==> config.mk <==
export PLATFORM = sky130hd
export DESIGN_NAME = rsp_encode
export DESIGN_NICKNAME = d
export VERILOG_FILES = /design/src/rtl/rsp_encode.sv
export SDC_FILE = /design/constraint.sdc
export NUM_CORES = 1
export LEC_CHECK = 0
export ABC_AREA = 1
export CORE_ASPECT_RATIO = 0.75
export CORE_UTILIZATION = 49
export DETAILED_ROUTE_END_ITERATION = 10
export PLACE_DENSITY = 0.78
export SETUP_SLACK_MARGIN = 0.3
export SLEW_MARGIN = 30
export SYNTH_ARGS = -nofsm -noshare
export SYNTH_HDL_FRONTEND = slang
export SYNTH_SLANG_ARGS = --single-unit
==> constraint.sdc <==
create_clock -name clk -period 1.6 [get_ports clk]
set_input_delay 0.24 -clock clk [delete_from_list [all_inputs] [get_ports clk]]
set_output_delay 0.24 -clock clk [all_outputs]
set_load 0.005 [all_outputs]
==> src/rtl/rsp_encode.sv <==
// Read-response framer: header byte, then BYTE_NUM rfifo bytes, out to uart_tx.
// Optional trailing checksum byte when RSP_CHKSUM_EN is defined.
module rsp_encode #(
  parameter int unsigned BYTE_NUM = 8,
  parameter logic [7:0]  RSP_HDR  = 8'hAA
) (
  input  logic       clk,
  input  logic       rst,
  input  logic       rd_start,
  input  logic       rfifo_empty,
  input  logic [7:0] rfifo_data,
  output logic       rfifo_rd_en,
  input  logic       uart_tx_busy,
  output logic       uart_tx_vld,
  output logic [7:0] uart_tx_data,
  output logic       busy
);

  localparam logic [7:0] LAST_CNT = 8'(BYTE_NUM);

  typedef enum logic [2:0] {
    S_IDLE, S_HDR, S_TXW, S_CHK, S_POP, S_LAT, S_SEND
`ifdef RSP_CHKSUM_EN
    , S_SUM
`endif
  } state_t;

  state_t     state_q, state_d;
  logic [7:0] cnt_q, cnt_d;
  logic       guard_q, guard_d;
  logic       rd_en_q, rd_en_d;
  logic       vld_q, vld_d;
  logic [7:0] data_q, data_d;
  logic       busy_q, busy_d;
`ifdef RSP_CHKSUM_EN
  logic [7:0] sum_q, sum_d;
  logic       sum_sent_q, sum_sent_d;
`endif

  // Strobes are computed one state ahead so that the registered rd_en/vld
  // line up with the POP and SEND cycles.
  always_comb begin
    state_d = state_q;
    cnt_d   = cnt_q;
    guard_d = 1'b0;
    rd_en_d = 1'b0;
    vld_d   = 1'b0;
    data_d  = data_q;
`ifdef RSP_CHKSUM_EN
    sum_d      = sum_q;
    sum_sent_d = sum_sent_q;
`endif
    case (state_q)
      S_IDLE: begin
        if (rd_start) begin
          state_d = S_HDR;
          cnt_d   = '0;
`ifdef RSP_CHKSUM_EN
          sum_d      = '0;
          sum_sent_d = 1'b0;
`endif
        end
      end
      S_HDR: begin
        if (!uart_tx_busy) begin
          vld_d   = 1'b1;
          data_d  = RSP_HDR;
          guard_d = 1'b1;
          state_d = S_TXW;
        end
      end
      S_TXW: begin
        // Guard cycle lets the transmitter raise busy for the byte just strobed.
        if (!guard_q && !uart_tx_busy) begin
`ifdef RSP_CHKSUM_EN
          state_d = sum_sent_q ? S_IDLE : S_CHK;
`else
          state_d = S_CHK;
`endif
        end
      end
      S_CHK: begin
        if (cnt_q == LAST_CNT) begin
`ifdef RSP_CHKSUM_EN
          state_d = S_SUM;
`else
          state_d = S_IDLE;
`endif
        end else if (!rfifo_empty) begin
          rd_en_d = 1'b1;
          state_d = S_POP;
        end
      end
      S_POP: state_d = S_LAT;
      S_LAT: begin
        data_d  = rfifo_data;
        cnt_d   = cnt_q + 8'd1;
        vld_d   = 1'b1;
`ifdef RSP_CHKSUM_EN
        sum_d   = sum_q + rfifo_data;
`endif
        state_d = S_SEND;
      end
      S_SEND: begin
        guard_d = 1'b1;
        state_d = S_TXW;
      end
`ifdef RSP_CHKSUM_EN
      S_SUM: begin
        if (!uart_tx_busy) begin
          vld_d      = 1'b1;
          data_d     = sum_q;
          sum_sent_d = 1'b1;
          guard_d    = 1'b1;
          state_d    = S_TXW;
        end
      end
`endif
      default: state_d = S_IDLE;
    endcase
    busy_d = (state_d != S_IDLE);
  end

  always_ff @(posedge clk or posedge rst) begin
    if (rst) begin
      state_q <= S_IDLE;
      cnt_q   <= '0;
      guard_q <= 1'b0;
      rd_en_q <= 1'b0;
      vld_q   <= 1'b0;
      data_q  <= '0;
      busy_q  <= 1'b0;
`ifdef RSP_CHKSUM_EN
      sum_q      <= '0;
      sum_sent_q <= 1'b0;
`endif
    end else begin
      state_q <= state_d;
      cnt_q   <= cnt_d;
      guard_q <= guard_d;
      rd_en_q <= rd_en_d;
      vld_q   <= vld_d;
      data_q  <= data_d;
      busy_q  <= busy_d;
`ifdef RSP_CHKSUM_EN
      sum_q      <= sum_d;
      sum_sent_q <= sum_sent_d;
`endif
    end
  end

  assign rfifo_rd_en  = rd_en_q;
  assign uart_tx_vld  = vld_q;
  assign uart_tx_data = data_q;
  assign busy         = busy_q;

endmodule

==> metrics.md, run 1 <==
| Metric | Value |
|---|---|
| Outcome | finished, final reports clean |
| Antenna viol nets, final | 0 |
| Mapped Nets | 137 |
| Worst Path Max Fanout | 3 |
| Peak VDD IR | 0.00110 V |
| FF-to-FF End | cnt_q[6] |
| Die area | 0.00241 mm2 |
| Core area | 0.00205 mm2 |
| # setup viols final | 0 |
| Die width | 56.4 um |
| Worst slew pin tran | 0.293 ns |
| Clock skew after layout | 0.00374 ns |
| GRT Residual Overflow | 0 |
| CP startpoint | cnt_q[1] |
| Placed insts | 169 |
| CTS tree | yes |
| Detailed-router iteration count before antenna repair | 4 |
| DPL Wire Length | 1590 um |
| Startpoint Class | flop |
| IO Port Bufs | 23 |
| Max-slew headroom | 80.5% |
| CTS H-tree depth | 1 |
| Slew Viols, Final | 0 |
| Global-route wire length before repair | 3970 um |
| Leak | 0.721 nW |
| CTS Hold Bufs | 0 |
| Hold crit path type | input port to asynchronous set/reset pin |
| Unrepaired setup endpoints after global routing | yes |
| Register area share after synthesis | 52.9% |
| Period utilization | 85.9% |
| MaxCap Viol Count | 0 |
| Routed vias/inst | 5.50 |
| Total number of vias | 1006 |
| Slowest-stage cell, CP | dfrtp_1 |
| Setup CP Type | flop to flop |
| Setup crit end kind | flop |
| FF-to-FF path depth | 6 |
| Area grow syn2layout | 38.1% |
| Fillers | 154 |
| Syn Inst Count | 122 |
| Clock sinks | 23 |
| CTS buffer count | 3 |
| # nets final | 175 |
| Sum of negative setup slack | 0 ns |
| Post-Layout Cell Count | 183 |
| Total GRT Usage | 21.5% |
| Routability Congestion | 0.866 |
| Pwr dens | 1460 mW/mm2 |
| Crit Reg-Reg Startpoint | cnt_q[1] |
| N_diodes | 0 |
| Syn avg cell area | 8.91 um2 |
| Clock Path Buffers | 2 |
| WHS | 0.245 ns |
| Worst path max stage delay | 0.43 ns |
| Commonest non-fill, non-tap cell in the layout | dfrtp_1 |
| Final min period | 1.37 ns |
| Antenna violations before repair | 0 |
| Share of layout cells above drive strength 1 | 27.7% |
| Achievable Freq | 728 MHz |
| Required @ worst endpoint | 1.82 ns |
| Post-synthesis cell type count | 22 |
| WL final | 2490 um |
| Vias in the first global route | 923 |
| Hold Vio Cnt, Final | 0 |
| Critical-path cell list | ha_2 > nand3_1 > nor2_2 > nand3_2 > o21ai_2 > inv_1 |
| Die Y | 42.8 um |
| Skew-Pair Late Insertion Delay | 0.32 ns |
| Arr. time, crit path | 1.60 ns |
| Syn. warnings | 0 |
| Initial Util | 53.1% |
| Clk slew on worst S/H paths | 0.13 ns |
| Yosys reg bits | 23 |
| Register area | 578 um2 |
| Root Buffer Master | clkbuf_4 |
| Number of DRC markers in iteration 0 | 7 |
| Detailed-route DRC error count | 0 |
| R2R Setup Slk | 0.23 ns |
| Ports | 24 |
| DR WL/cell | 13.6 um |
| Area of the multi-input gates | 480 um2 |
| Mapped Area | 0.00109 mm2 |
| Largest net degree at the start of global routing | 24 |
| Top library cells by usage in the layout, fill and taps aside | 21 x dfrtp_1, 20 x nand2_1, 14 x inv_1, 13 x nor2_1, 12 x clkdlybuf4s50_1 |
| Row cnt | 14 |
cells in the mapped netlist:
library cell | instances | area [um2]
nand2_1 | 24 | 90.1
dfrtp_1 | 23 | 576
inv_1 | 17 | 63.8
nor2_1 | 15 | 56.3
nand3_1 | 11 | 55.1
o21ai_0 | 7 | 35.0
a22o_1 | 4 | 35.0
a21oi_1 | 2 | 10.0
ha_1 | 2 | 25.0
inv_2 | 2 | 7.51
nand3_2 | 2 | 20.0
nand4_1 | 2 | 12.5
o22ai_1 | 2 | 12.5
buf_6 | 1 | 11.3
inv_4 | 1 | 6.26
nand3_4 | 1 | 17.5
nor2_2 | 1 | 6.26
nor2_4 | 1 | 11.3
nor3_1 | 1 | 5.00
nor3_2 | 1 | 10.0
o22ai_2 | 1 | 12.5
xnor2_1 | 1 | 8.76
how the worst max path moves through the flow:
stage	to	slack (ns)	depth (start not counted)
finish	cnt_q[6]	0.23	6
global route	cnt_q[6]	0.16	6
CTS	busy	0.27	9
detailed placement	cnt_q[6]	0.21	6
global placement	busy	0.25	6
floorplan	cnt_q[7]	0.42	6
cell families after synthesis:
| family | after synthesis | share of synthesized area [%] |
|---|---|---|
| xor gates and xnor gates | 1 | 0.806 |
| and+or+nand+nor | 59 | 26.1 |
| AOI/OAI and AO/OA | 16 | 9.67 |
| adders and majority gates | 2 | 2.30 |
| buffers and inverters | 21 | 8.17 |
| DFF | 23 | 52.9 |
layout make-up:
cell class,instances,share of cell area [%]
clock buffer,3,1.50
clock inverter,1,0.500
inverter,20,5.50
multi-input combinational,78,32.0
sequential,23,38.5
tap,24,2.00
timing repair buffer,34,20.0
what timing repair did:
item	CTS	global route
endpoints found under the hold margin	0	0
endpoints found under the setup margin	20	13
buffers inserted	4	6
gates resized for setup	20	15
pin swaps	4	10
worst max-delay path, delay by kind of cell (launching register included):
family / cells / cell delay [ns]
AO/OA/AOI/OAI: 1 / 0.15
AND/OR/NAND/NOR: 3 / 0.43
flip-flops: 1 / 0.43
adder cells (fa/ha/maj): 1 / 0.22
buffers and inverters: 1 / 0.05
report_power, final:
part | internal, mW | total (mW) | switching, mW | leakage [nW]
logic | 0.473 | 0.989 | 0.516 | 0.417
clock network | 0.0956 | 0.281 | 0.186 | 0.0139
registers | 0.773 | 0.921 | 0.147 | 0.290
metrics by stage:
stage | cell area (um2) | util (%) | power [mW] | worst slack [ns]
6_report | 1500 | 73.3 | 2.19 | 0.226
5_1_grt | 1500 | 73.3 | 2.35 | 0.158
4_1_cts | 1410 | 68.9 | 2.07 | 0.272
3_5_place_dp | 1340 | 65.6 | 1.78 | 0.209
3_3_place_gp | 1340 | 65.6 | 1.74 | 0.248
2_1_floorplan | 1090 | - | 1.39 | 0.421
flip-flops by register name (all words and copies together) (netlist names):
signal        count
busy              1
cnt_q             8
guard_q           1
rfifo_rd_en       1
state_q           3
uart_tx_data      8
uart_tx_vld       1
routing by layer:
| metal | track usage (%) | vias up | wire length [um] |
|---|---|---|---|
| li1 | - | 472 | - |
| met1 | 26.8 | 492 | 1060 |
| met2 | 34.5 | 35 | 1260 |
| met3 | 7.93 | 7 | 132 |
| met4 | 8.29 | 0 | 38 |
| met5 | 0 | - | 0 |
Note: power is estimated with default switching activity, not from simulation.
==> inputs of run 2 (changes only) <==
--- a/config.mk
+++ b/config.mk
@@ -6,10 +6,12 @@
 export NUM_CORES = 1
 export LEC_CHECK = 0
 export ABC_AREA = 1
+export ABC_CLOCK_PERIOD_IN_PS = 1100
+export CAP_MARGIN = 40
 export CORE_ASPECT_RATIO = 0.75
-export CORE_UTILIZATION = 49
+export CORE_UTILIZATION = 44
 export DETAILED_ROUTE_END_ITERATION = 10
-export PLACE_DENSITY = 0.78
+export PLACE_DENSITY = 0.74
 export SETUP_SLACK_MARGIN = 0.3
 export SLEW_MARGIN = 30
 export SYNTH_ARGS = -nofsm -noshare
==> constraint.sdc (replaced) <==
create_clock -name clk -period 1.1 [get_ports clk]
set_input_delay 0.165 -clock clk [delete_from_list [all_inputs] [get_ports clk]]
set_output_delay 0.165 -clock clk [all_outputs]
set_load 0.005 [all_outputs]
==> run 2 against run 1 <==
Effect of this change: the flow now finishes with violations (setup timing); sequential cell count unchanged; wire length increased by 19%; fmax increased by 9.2%; core utilization increased by 3.7 points; combinational power increased by 90%; clock skew decreased by 0.0025 ns; hold slack got worse by 0.10 ns; total power increased by 66%; highest routed layer unchanged.
==> metrics.md, run 2 (synthesis gave the netlist of run 1 again) <==
| Metric | Value |
|---|---|
| Grt met1 use | 29.3% |
| Final core utilization | 76.9% |
| Die width | 59.4 um |
| Slowest-stage cell, CP | dfrtp_1 |
| Total number of vias | 1056 |
| DPL Wire Length | 1870 um |
| Detailed-router iteration count before antenna repair | 4 |
| Die area | 0.00268 mm2 |
| Switching share of total power | 39.8% |
| NetSw | 1.45 mW |
| N_diodes | 0 |
| Top library cells by usage in the layout, fill and taps aside | 23 x buf_4, 21 x dfrtp_1, 15 x nand2_1, 13 x inv_1, 12 x clkdlybuf4s50_1 |
| Die Y | 45.1 um |
| Final worst setup slack | -0.158 ns |
| Skew-Pair Late Insertion Delay | 0.32 ns |
| GRT Residual Overflow | 0 |
| Placed insts | 199 |
| Required @ worst endpoint | 1.34 ns |
| Failing checks | setup timing |
| Worst slew pin tran | 0.193 ns |
| Post-Layout Cell Count | 213 |
| Internal power | 2.19 mW |
| Detailed-route DRC error count | 0 |
| Cell area after placement | 0.00153 mm2 |
| WHS | 0.142 ns |
| CTS Hold Bufs | 0 |
| CTS tree | yes |
| # nets final | 195 |
| DR WL/cell | 13.9 um |
| Final min period | 1.26 ns |
| Slew Viols, Final | 0 |
| Sum of negative setup slack | -2.19 ns |
| Row cnt | 15 |
| Startpoint Class | flop |
| Worst Path Max Fanout | 2 |
| Core area | 0.00231 mm2 |
| Outcome | complete, but fails checks |
| Area grow syn2layout | 63.3% |
| Setup crit end kind | flop |
| Worst path max stage delay | 0.41 ns |
| Peak VDD IR | 0.00156 V |
| Pwr dens | 2050 mW/mm2 |
| Antenna viol nets, final | 0 |
| GR peak layer | met2 |
| Routability Congestion | 0.844 |
| R2R Setup Slk | -0.16 ns |
| Hold Vio Cnt, Final | 0 |
| GR Util met3 | 6.59% |
| # setup viols final | 22 |
| Period utilization | 114% |
| Number of DRC markers in iteration 0 | 55 |
| CP startpoint | cnt_q[0] |
| Setup CP Type | flop to flop |
| CTS buffer count | 3 |
| Max-slew headroom | 87.1% |
| Arr. time, crit path | 1.50 ns |
| Sequential share of power | 37.2% |
| GR Layer Usage met2 | 42.2% |
| Cell area after layout | 0.00178 mm2 |
| Hold crit path type | input port to asynchronous set/reset pin |
| CTS H-tree depth | 1 |
| Most Frequent Cell on Critical Path | buf_4 |
| Buf/Inv on CP | 2 |
| Fillers | 176 |
| Commonest non-fill, non-tap cell in the layout | buf_4 |
| Total GRT Usage | 25.3% |
| Clock sinks | 23 |
| Antenna violations before repair | 0 |
| Initial Util | 47.1% |
| Largest net degree at the start of global routing | 24 |
| Vias in the first global route | 1072 |
| MaxCap Viol Count | 0 |
| Clk slew on worst S/H paths | 0.13 ns |
| Leak | 0.847 nW |
| Root Buffer Master | clkbuf_4 |
| Crit Reg-Reg Startpoint | cnt_q[0] |
| Routed vias/inst | 4.96 |
| Clock skew after layout | 0.00121 ns |
| Critical-path cell list | buf_4 > ha_4 > buf_4 > xnor2_1 > o22ai_1 |
| Achievable Freq | 795 MHz |
| Global-route wire length before repair | 4690 um |
| Clock Path Buffers | 2 |
| Cell family with most CP delay | flip-flops |
| Unrepaired setup endpoints after global routing | yes |
| Share of layout cells above drive strength 1 | 50.8% |
| Ports | 24 |
| IO Port Bufs | 23 |
| Clock network fraction of total power | 11.0% |
| WL final | 2960 um |
| Comb pwr share | 51.8% |
[run 2: power groups by stage]
stage / Sequential, mW / Clock [mW] / Combinational (mW)
after global placement: 1.33 / 0 / 1.43
after floorplan: 1.34 / 0 / 0.730
after global routing: 1.38 / 0.464 / 2.06
after CTS: 1.33 / 0.413 / 1.75
after detailed placement: 1.34 / 0 / 1.48
final: 1.35 / 0.401 / 1.88
[run 2: repair_timing]
action,CTS,global route
pin swaps,13,7
gates resized for setup,81,12
setup endpoints to repair,34,34
setup buffers,6,4
[run 2: layer usage]
layer | vias up | wire length (um) | part of all wire (%)
met5 | - | 0 | 0
met4 | 0 | 61 | 2.1
met3 | 6 | 105 | 3.6
met2 | 28 | 1630 | 55
met1 | 512 | 1160 | 39
li1 | 510 | - | -
[run 2: worst min-delay path, cell delays in order]
cell and delay [ns]:
clkdlybuf4s50_1 0.39, inv_1 0.09, buf_12 0.18
[run 2: through the flow]
stage	power, mW	setup slack, ns
after floorplan	2.07	-0.0510
after global placement	2.76	-0.191
after detailed placement	2.82	-0.215
after CTS	3.49	-0.175
after global routing	3.90	-0.244
final	3.64	-0.158
[run 2: area by class of cell]
class	count	area (um2)	area share, %
inverter	20	85.1	4.79
clock inverter	1	5.00	0.282
tap	34	42.5	2.40
timing repair buffer	54	447	25.2
clock buffer	3	22.5	1.27
multi-input combinational	78	596	33.5
sequential	23	578	32.6
[run 2: path summary, 6_finish.rpt]
check	end	cells after the start
min	uart_tx_data[4]	3
max in group asynchronous	state_q[2]	3
min reg2reg	uart_tx_data[7]	2
max	cnt_q[2]	5
max reg2reg	cnt_q[2]	5
min in group clk	uart_tx_data[1]	3
